File: config.mk
export PLATFORM = sky130hd
export DESIGN_NAME = unidade_controle
export DESIGN_NICKNAME = d
export VERILOG_FILES = /design/src/rtl/coproc_pkg.sv /design/src/rtl/unidade_controle.sv
export SDC_FILE = /design/constraint.sdc
export NUM_CORES = 2
export LEC_CHECK = 0
export CORE_UTILIZATION = 37
export CTS_CLUSTER_DIAMETER = 60
export DETAILED_ROUTE_END_ITERATION = 12
export PLACE_DENSITY = 0.6
export SYNTH_ARGS = -nofsm -noshare
export SYNTH_HDL_FRONTEND = slang
export SYNTH_SLANG_ARGS = --single-unit
export TNS_END_PERCENT = 1
File: constraint.sdc
create_clock -name clk -period 20.7 [get_ports clk]
set_input_delay 3.105 -clock clk [delete_from_list [all_inputs] [get_ports clk]]
set_output_delay 3.105 -clock clk [all_outputs]
set_load 0.005 [all_outputs]
File: src/rtl/coproc_pkg.sv
// Shared definitions for the matrix coprocessor: opcodes, control FSM states,
// instruction field positions and matrix geometry.
package coproc_pkg;

  localparam int unsigned ROWS   = 5;
  localparam int unsigned ROW_W  = 40;
  localparam int unsigned MAT_W  = 200;
  localparam int unsigned ADDR_W = 6;

  localparam logic [3:0] OP_NOP     = 4'b0000;
  localparam logic [3:0] OP_ADD     = 4'b0011;
  localparam logic [3:0] OP_SUB     = 4'b0100;
  localparam logic [3:0] OP_MUL     = 4'b0101;
  localparam logic [3:0] OP_TRANSP  = 4'b0110;
  localparam logic [3:0] OP_OPOSTA  = 4'b0111;
  localparam logic [3:0] OP_ESCALAR = 4'b1000;
  localparam logic [3:0] OP_DET2    = 4'b1001;
  localparam logic [3:0] OP_DET3    = 4'b1010;
  localparam logic [3:0] OP_DET4    = 4'b1011;
  localparam logic [3:0] OP_DET5    = 4'b1100;

  localparam int unsigned OP_LSB   = 0;
  localparam int unsigned ESC_LSB  = 4;
  localparam int unsigned ADRA_LSB = 12;
  localparam int unsigned ADRB_LSB = 18;
  localparam int unsigned ADRC_LSB = 24;

  typedef enum logic [2:0] {
    ST_IDLE,
    ST_FETCH,
    ST_EXEC,
    ST_WRITE,
    ST_RELEASE
  } state_t;

  function automatic logic is_binary(input logic [3:0] op);
    return (op == OP_ADD) || (op == OP_SUB) || (op == OP_MUL);
  endfunction

  function automatic logic is_unary(input logic [3:0] op);
    return (op >= OP_TRANSP) && (op <= OP_DET5);
  endfunction

endpackage

File: src/rtl/unidade_controle.sv
// Control stage ahead of the matrix ALU: decodes one instruction, fetches the
// operand rows, runs the ALU handshake and writes the 5-row result back.
module unidade_controle
  import coproc_pkg::*;
#(
  parameter int unsigned TIMEOUT_CYCLES = 1024
) (
  input  logic              clk,
  input  logic              reset,
  input  logic [31:0]       instr,
  input  logic              instr_valid,
  output logic              instr_ready,
  output logic [ADDR_W-1:0] mem_addr,
  output logic              mem_we,
  output logic [ROW_W-1:0]  mem_wdata,
  input  logic [ROW_W-1:0]  mem_rdata,
  output logic [3:0]        alu_opcode,
  output logic [7:0]        alu_escalar,
  output logic [MAT_W-1:0]  alu_matrizA,
  output logic [MAT_W-1:0]  alu_matrizB,
  output logic              alu_start,
  input  logic [MAT_W-1:0]  alu_resultado,
  input  logic              alu_done,
  input  logic              alu_overflow,
  output logic              busy,
  output logic              op_done,
  output logic              overflow,
  output logic              error
);

  localparam int unsigned TW = (TIMEOUT_CYCLES > 1) ? $clog2(TIMEOUT_CYCLES) : 1;

  state_t              state_q, state_d;
  logic [3:0]          op_q;
  logic [7:0]          esc_q;
  logic [ADDR_W-1:0]   addr_a_q, addr_b_q, addr_c_q;
  logic [3:0]          k_q;
  logic [TW-1:0]       tmo_q;
  logic [MAT_W-1:0]    mat_a_q, mat_b_q, res_q;
  logic                ovf_q, err_q;
  logic [3:0]          n_rows;
  logic [3:0]          instr_op;
  logic                accept, timeout_hit;

  assign instr_op    = instr[OP_LSB +: 4];
  assign accept      = (state_q == ST_IDLE) && instr_valid;
  assign n_rows      = is_binary(op_q) ? 4'd10 : 4'd5;
  assign timeout_hit = (tmo_q == TW'(TIMEOUT_CYCLES - 1));

  assign alu_opcode  = op_q;
  assign alu_escalar = esc_q;
  assign alu_matrizA = mat_a_q;
  assign alu_matrizB = mat_b_q;
  assign overflow    = ovf_q;
  assign error       = err_q;
  assign busy        = (state_q != ST_IDLE);

  always_comb begin
    state_d     = state_q;
    instr_ready = 1'b0;
    mem_addr    = '0;
    mem_we      = 1'b0;
    mem_wdata   = '0;
    alu_start   = 1'b0;
    op_done     = 1'b0;
    case (state_q)
      ST_IDLE: begin
        instr_ready = 1'b1;
        if (instr_valid)
          state_d = (is_binary(instr_op) || is_unary(instr_op)) ? ST_FETCH : ST_RELEASE;
      end
      ST_FETCH: begin
        if (k_q < n_rows)
          mem_addr = (k_q < 4'd5) ? addr_a_q + ADDR_W'(k_q)
                                  : addr_b_q + ADDR_W'(k_q - 4'd5);
        if (k_q == n_rows)
          state_d = ST_EXEC;
      end
      ST_EXEC: begin
        alu_start = 1'b1;
        if (alu_done)
          state_d = ST_WRITE;
        else if (timeout_hit)
          state_d = ST_RELEASE;
      end
      ST_WRITE: begin
        alu_start = 1'b1;
        // Gated by reset so an abort in WRITE suppresses the current row too.
        mem_we    = !reset;
        mem_addr  = addr_c_q + ADDR_W'(k_q);
        mem_wdata = res_q[ROW_W*int'(k_q) +: ROW_W];
        if (k_q == 4'd4)
          state_d = ST_RELEASE;
      end
      ST_RELEASE: begin
        op_done = 1'b1;
        state_d = ST_IDLE;
      end
      default: state_d = ST_IDLE;
    endcase
  end

  always_ff @(posedge clk) begin
    if (reset) begin
      state_q  <= ST_IDLE;
      op_q     <= '0;
      esc_q    <= '0;
      addr_a_q <= '0;
      addr_b_q <= '0;
      addr_c_q <= '0;
      k_q      <= '0;
      tmo_q    <= '0;
      mat_a_q  <= '0;
      mat_b_q  <= '0;
      res_q    <= '0;
      ovf_q    <= 1'b0;
      err_q    <= 1'b0;
    end else begin
      state_q <= state_d;
      case (state_q)
        ST_IDLE: begin
          if (accept) begin
            op_q     <= instr_op;
            esc_q    <= instr[ESC_LSB +: 8];
            addr_a_q <= instr[ADRA_LSB +: ADDR_W];
            addr_b_q <= instr[ADRB_LSB +: ADDR_W];
            addr_c_q <= instr[ADRC_LSB +: ADDR_W];
            mat_b_q  <= '0;
            ovf_q    <= 1'b0;
            err_q    <= !(instr_op == OP_NOP || is_binary(instr_op) || is_unary(instr_op));
            k_q      <= '0;
            tmo_q    <= '0;
          end
        end
        ST_FETCH: begin
          // RAM data lags the address by one cycle, so row k-1 lands at step k.
          if (k_q != 4'd0) begin
            if (k_q <= 4'd5)
              mat_a_q[ROW_W*(int'(k_q) - 1) +: ROW_W] <= mem_rdata;
            else
              mat_b_q[ROW_W*(int'(k_q) - 6) +: ROW_W] <= mem_rdata;
          end
          k_q <= (k_q == n_rows) ? 4'd0 : k_q + 4'd1;
        end
        ST_EXEC: begin
          tmo_q <= tmo_q + TW'(1);
          if (alu_done) begin
            res_q <= alu_resultado;
            ovf_q <= alu_overflow;
          end else if (timeout_hit) begin
            err_q <= 1'b1;
          end
        end
        ST_WRITE: k_q <= k_q + 4'd1;
        default: ;
      endcase
    end
  end

endmodule

==> impl_summary.log <==
[metrics] result of the run: complete, no violations
[metrics] Yosys reg bits: 649
[metrics] Slew Limit Headroom: 6.833%
[metrics] number of DRC markers after the initial detailed-route iteration: 3592
[metrics] startpoint kind of the worst setup timing path: register
[metrics] overflow left after global routing: 0
[metrics] main combinational cell family by area after synthesis: compound AO/OA/AOI/OAI gates
[metrics] post-detail-place hpwl: 100.2 mm
[metrics] initial antenna violation count: 8
[metrics] minimum clock period: 8064 ps
[metrics] Max Used Layer: met5
[metrics] first-pass GRT wire length: 202.3 mm
[metrics] number of synthesized flops with an enable pin: 0
[metrics] number of global-route vias before repair: 31.07k
[metrics] number of clock sinks: 649
[metrics] clock-pin slew on the worst setup and hold paths: 60 ps
[metrics] level count of the clock H-tree: 3
[metrics] Crit Reg-Reg Startpoint: k_q[0]
[metrics] wire length per cell: 23.95 µm
[metrics] height of the die: 298.1 µm
[metrics] simple-gate share of the synthesized area: 22.29%
[metrics] post-route setup TNS: 0 ps
[metrics] number of buffers on the longest clock path: 3
[metrics] leakage dissipation: 14.62 nW
[metrics] post-synth top area cell: sky130_fd_sc_hd__dfxtp_1
[metrics] worst hold path startpoint: alu_matrizB[74]
[metrics] Worst-Skew Late Latency: 630 ps
[metrics] Compound-Gate Fraction of Synth Area: 24.36%
[metrics] worst min-delay path class: register to register
[metrics] number of remaining DRC errors: 0
[metrics] largest clock skew in the final design: 31.09 ps
[metrics] RSZ-0062 raised after global routing: false
[metrics] area fraction of the dominant cell type after synthesis: 40.04%
[metrics] Final Hold Fails: 0
[metrics] critical path endpoint category: primary output
[metrics] Post-Synth XOR/XNOR Area: 0.9988%
[metrics] count of max-cap constraint violations: 0
[metrics] length of routed met3 wiring: 13.13 mm
[metrics] CTS tree: built
[metrics] share of synthesized area spent on multiplexers: 5.650%
[metrics] commonest cells after routing, fill and taps aside: sky130_fd_sc_hd__clkdlybuf4s50_1 (738), sky130_fd_sc_hd__nand2_1 (678), sky130_fd_sc_hd__dfxtp_1 (647)
[metrics] final design instance area without fill: 43280 µm²
[metrics] cell area after synthesis: 32440 µm²
[metrics] per-instance average area after synthesis: 8.156 µm²
[metrics] Slew Viols, Final: 0
[metrics] CP Data Arrival Time: 4960 ps
[metrics] most common cell after layout, fill and taps aside: sky130_fd_sc_hd__clkdlybuf4s50_1
[metrics] adder-cell area share of the yosys netlist: 2.391%
[metrics] total clock buffers created by CTS: 79
[metrics] unique cell type count in the Yosys netlist: 90
[metrics] First-pass DRT Iterations: 7
[metrics] cell area reported after detailed placement: 40710 µm²
[metrics] Root Buffer: sky130_fd_sc_hd__clkbuf_16
[metrics] layout cell share with drive strength beyond 1: 7.864%
[metrics] via count: 33.22k
[metrics] Least-Margin Pin Slew: 1392 ps
[metrics] worst hold slack: 446.8 ps
[metrics] maximum achievable frequency: 124.0 MHz
[metrics] routed length on met2: 63.72 mm
[metrics] cells taking the most area after synthesis: sky130_fd_sc_hd__dfxtp_1 (40%), sky130_fd_sc_hd__nand2_1 (7.9%), sky130_fd_sc_hd__a21oi_1 (7.2%)
[metrics] Hold Buf Count CTS: 0
[metrics] Synth Instances: 3978
[metrics] largest net degree at the start of global routing: 204
[metrics] die footprint: 88880 µm²
[metrics] final period utilization: 38.96%
[metrics] Gates resized, CTS repair: 0
[metrics] top-level port count: 742
[metrics] global router's overall resource usage: 29.71%
[metrics] number of vias per cell after detailed routing: 5.754
[metrics] launching element of the worst setup path: k_q[0]
[metrics] Synth async-reset ratio: 0%
[metrics] antenna violation net count after detailed routing: 0
[metrics] Power Dens Cells: 119.1 nW/µm²
[metrics] peak supply drop: 181.4 µV
[metrics] DIE WIDTH: 298.1 µm
[metrics] met1 routed wirelength after detailed routing: 55.02 mm
[metrics] flip-flop cell with the highest count after synthesis: sky130_fd_sc_hd__dfxtp_1
[metrics] area growth from synthesis to layout: 33.40%
[metrics] critical path peak fanout: 40
[metrics] drt total wl: 138.3 mm
[metrics] post-CTS setup buffers: 0
[metrics] number of buffers inserted by port buffering: 739
[metrics] Warnings, synthesis: 0
[metrics] Total Nets Final: 4891
[metrics] Site Rows: 108
[metrics] placer congestion estimate: 0.9777
[metrics] placeable core region: 86750 µm²
[metrics] effective utilization at floorplan: 37.40%
[metrics] worst setup path class: register to primary output
[metrics] Seq/Total Area, Yosys: 40.04%
[metrics] net count of the mapped netlist: 4314
[metrics] setup-violating endpoint count in the final report: 0
[metrics] data required time of the critical path: 17590 ps
==> synthesized netlist by cell type (14+ instances only) <==
cell type                     n
sky130_fd_sc_hd__nand2_1    679
sky130_fd_sc_hd__dfxtp_1    649
sky130_fd_sc_hd__a21oi_1    464
sky130_fd_sc_hd__nor2_1     345
sky130_fd_sc_hd__clkbuf_1   259
sky130_fd_sc_hd__o21ai_0    176
sky130_fd_sc_hd__a22o_1     106
sky130_fd_sc_hd__nand3b_1   106
sky130_fd_sc_hd__nand3_1     86
sky130_fd_sc_hd__nor3_1      72
sky130_fd_sc_hd__a22oi_1     68
sky130_fd_sc_hd__a211oi_1    65
sky130_fd_sc_hd__o22ai_1     58
sky130_fd_sc_hd__mux2i_1     56
sky130_fd_sc_hd__ha_1        54
sky130_fd_sc_hd__nand2b_1    52
sky130_fd_sc_hd__o2bb2ai_1   51
sky130_fd_sc_hd__inv_1       40
sky130_fd_sc_hd__mux4_2      40
sky130_fd_sc_hd__nand4_1     40
sky130_fd_sc_hd__nor2b_1     36
sky130_fd_sc_hd__o221a_2     34
sky130_fd_sc_hd__mux2_2      33
sky130_fd_sc_hd__buf_1       25
sky130_fd_sc_hd__a21o_1      24
sky130_fd_sc_hd__o21ai_1     24
sky130_fd_sc_hd__and3_1      23
sky130_fd_sc_hd__xnor2_1     21
sky130_fd_sc_hd__a31oi_1     20
sky130_fd_sc_hd__or3_1       20
sky130_fd_sc_hd__buf_2       17
sky130_fd_sc_hd__xor2_1      16
sky130_fd_sc_hd__o21bai_1    14
==> metrics by stage <==
step | worst slack [ps] | cells | total power, W | utilization [%]
after detailed placement | 12970 | 5629 | 0.003727 | 46.93
after CTS | 12570 | 5771 | 0.005110 | 49.88
after global routing | 12410 | 5772 | 0.005382 | 49.88
after floorplan | 13330 | 3978 | 0.002894 | -
after global placement | 13080 | 5629 | 0.003706 | 46.93
final | 12640 | 5774 | 0.005156 | 49.89
==> worst max-delay path: stages, from the launching register on <==
cell,delay [ps]
sky130_fd_sc_hd__dfxtp_4,600
sky130_fd_sc_hd__clkinv_1,630
sky130_fd_sc_hd__ha_4,850
sky130_fd_sc_hd__clkinv_1,290
sky130_fd_sc_hd__ha_1,340
sky130_fd_sc_hd__a21o_1,180
sky130_fd_sc_hd__a21oi_1,220
sky130_fd_sc_hd__o21bai_1,90
sky130_fd_sc_hd__a21oi_1,190
sky130_fd_sc_hd__xnor2_1,150
sky130_fd_sc_hd__mux2i_1,100
sky130_fd_sc_hd__o22ai_1,140
sky130_fd_sc_hd__clkdlybuf4s50_1,560
==> cell families (layout without fill, tap and decap cells) <==
family	Yosys count	after routing
multiplexers	129	129
AND/OR/NAND/NOR	1539	1539
adder cells (fa/ha/maj)	59	59
flip-flops	649	649
other	0	3
AO/OA/AOI/OAI	1214	1214
buffers and inverters	351	989
XOR/XNOR	37	37
==> where the power goes <==
| part | switching, W | total [W] | internal, W |
|---|---|---|---|
| Sequential | 0.0000496 | 0.00137 | 0.00132 |
| Clock | 0.000570 | 0.00138 | 0.000811 |
| Combinational | 0.00175 | 0.00241 | 0.000660 |
| Total | 0.00237 | 0.00516 | 0.00279 |
==> cell type report <==
| cell class | instances | area, µm² |
|---|---|---|
| Sequential cell | 649 | 13000 |
| Fill cell | 8510 | 43470 |
| Clock buffer | 115 | 2252 |
| Inverter | 42 | 157.7 |
| Clock inverter | 27 | 310.3 |
| Tap cell | 1155 | 1445 |
| Multi-Input combinational cell | 2978 | 18200 |
| Antenna cell | 3 | 7.507 |
| Timing Repair Buffer | 805 | 7910 |
==> final timing paths <==
check                endpoint  slack (ps)  cells past startpoint
max               mem_addr[5]       12640                     12
min           alu_matrizB[74]         450                      2
max reg2reg  alu_matrizA[145]       12910                     18
min reg2reg   alu_matrizB[74]         450                      2
==> state kept, by name, summed over array words and instances, names as in the netlist <==
| register | flops |
|---|---|
| alu_opcode | 4 |
| addr_c_q | 6 |
| state_q | 3 |
| overflow | 1 |
| error | 1 |
| alu_matrizB | 200 |
| k_q | 4 |
| tmo_q | 10 |
| addr_b_q | 6 |
| res_q | 200 |
| addr_a_q | 6 |
| alu_matrizA | 200 |
| alu_escalar | 8 |
==> metal layers <==
metal / track usage (%) / vias to the layer above
met5: 0 / -
met4: 12.61 / 14
met3: 7.533 / 322
met2: 48.18 / 1607
met1: 37.27 / 15725
li1: - / 15556
Power figures use the tool's default switching activity.
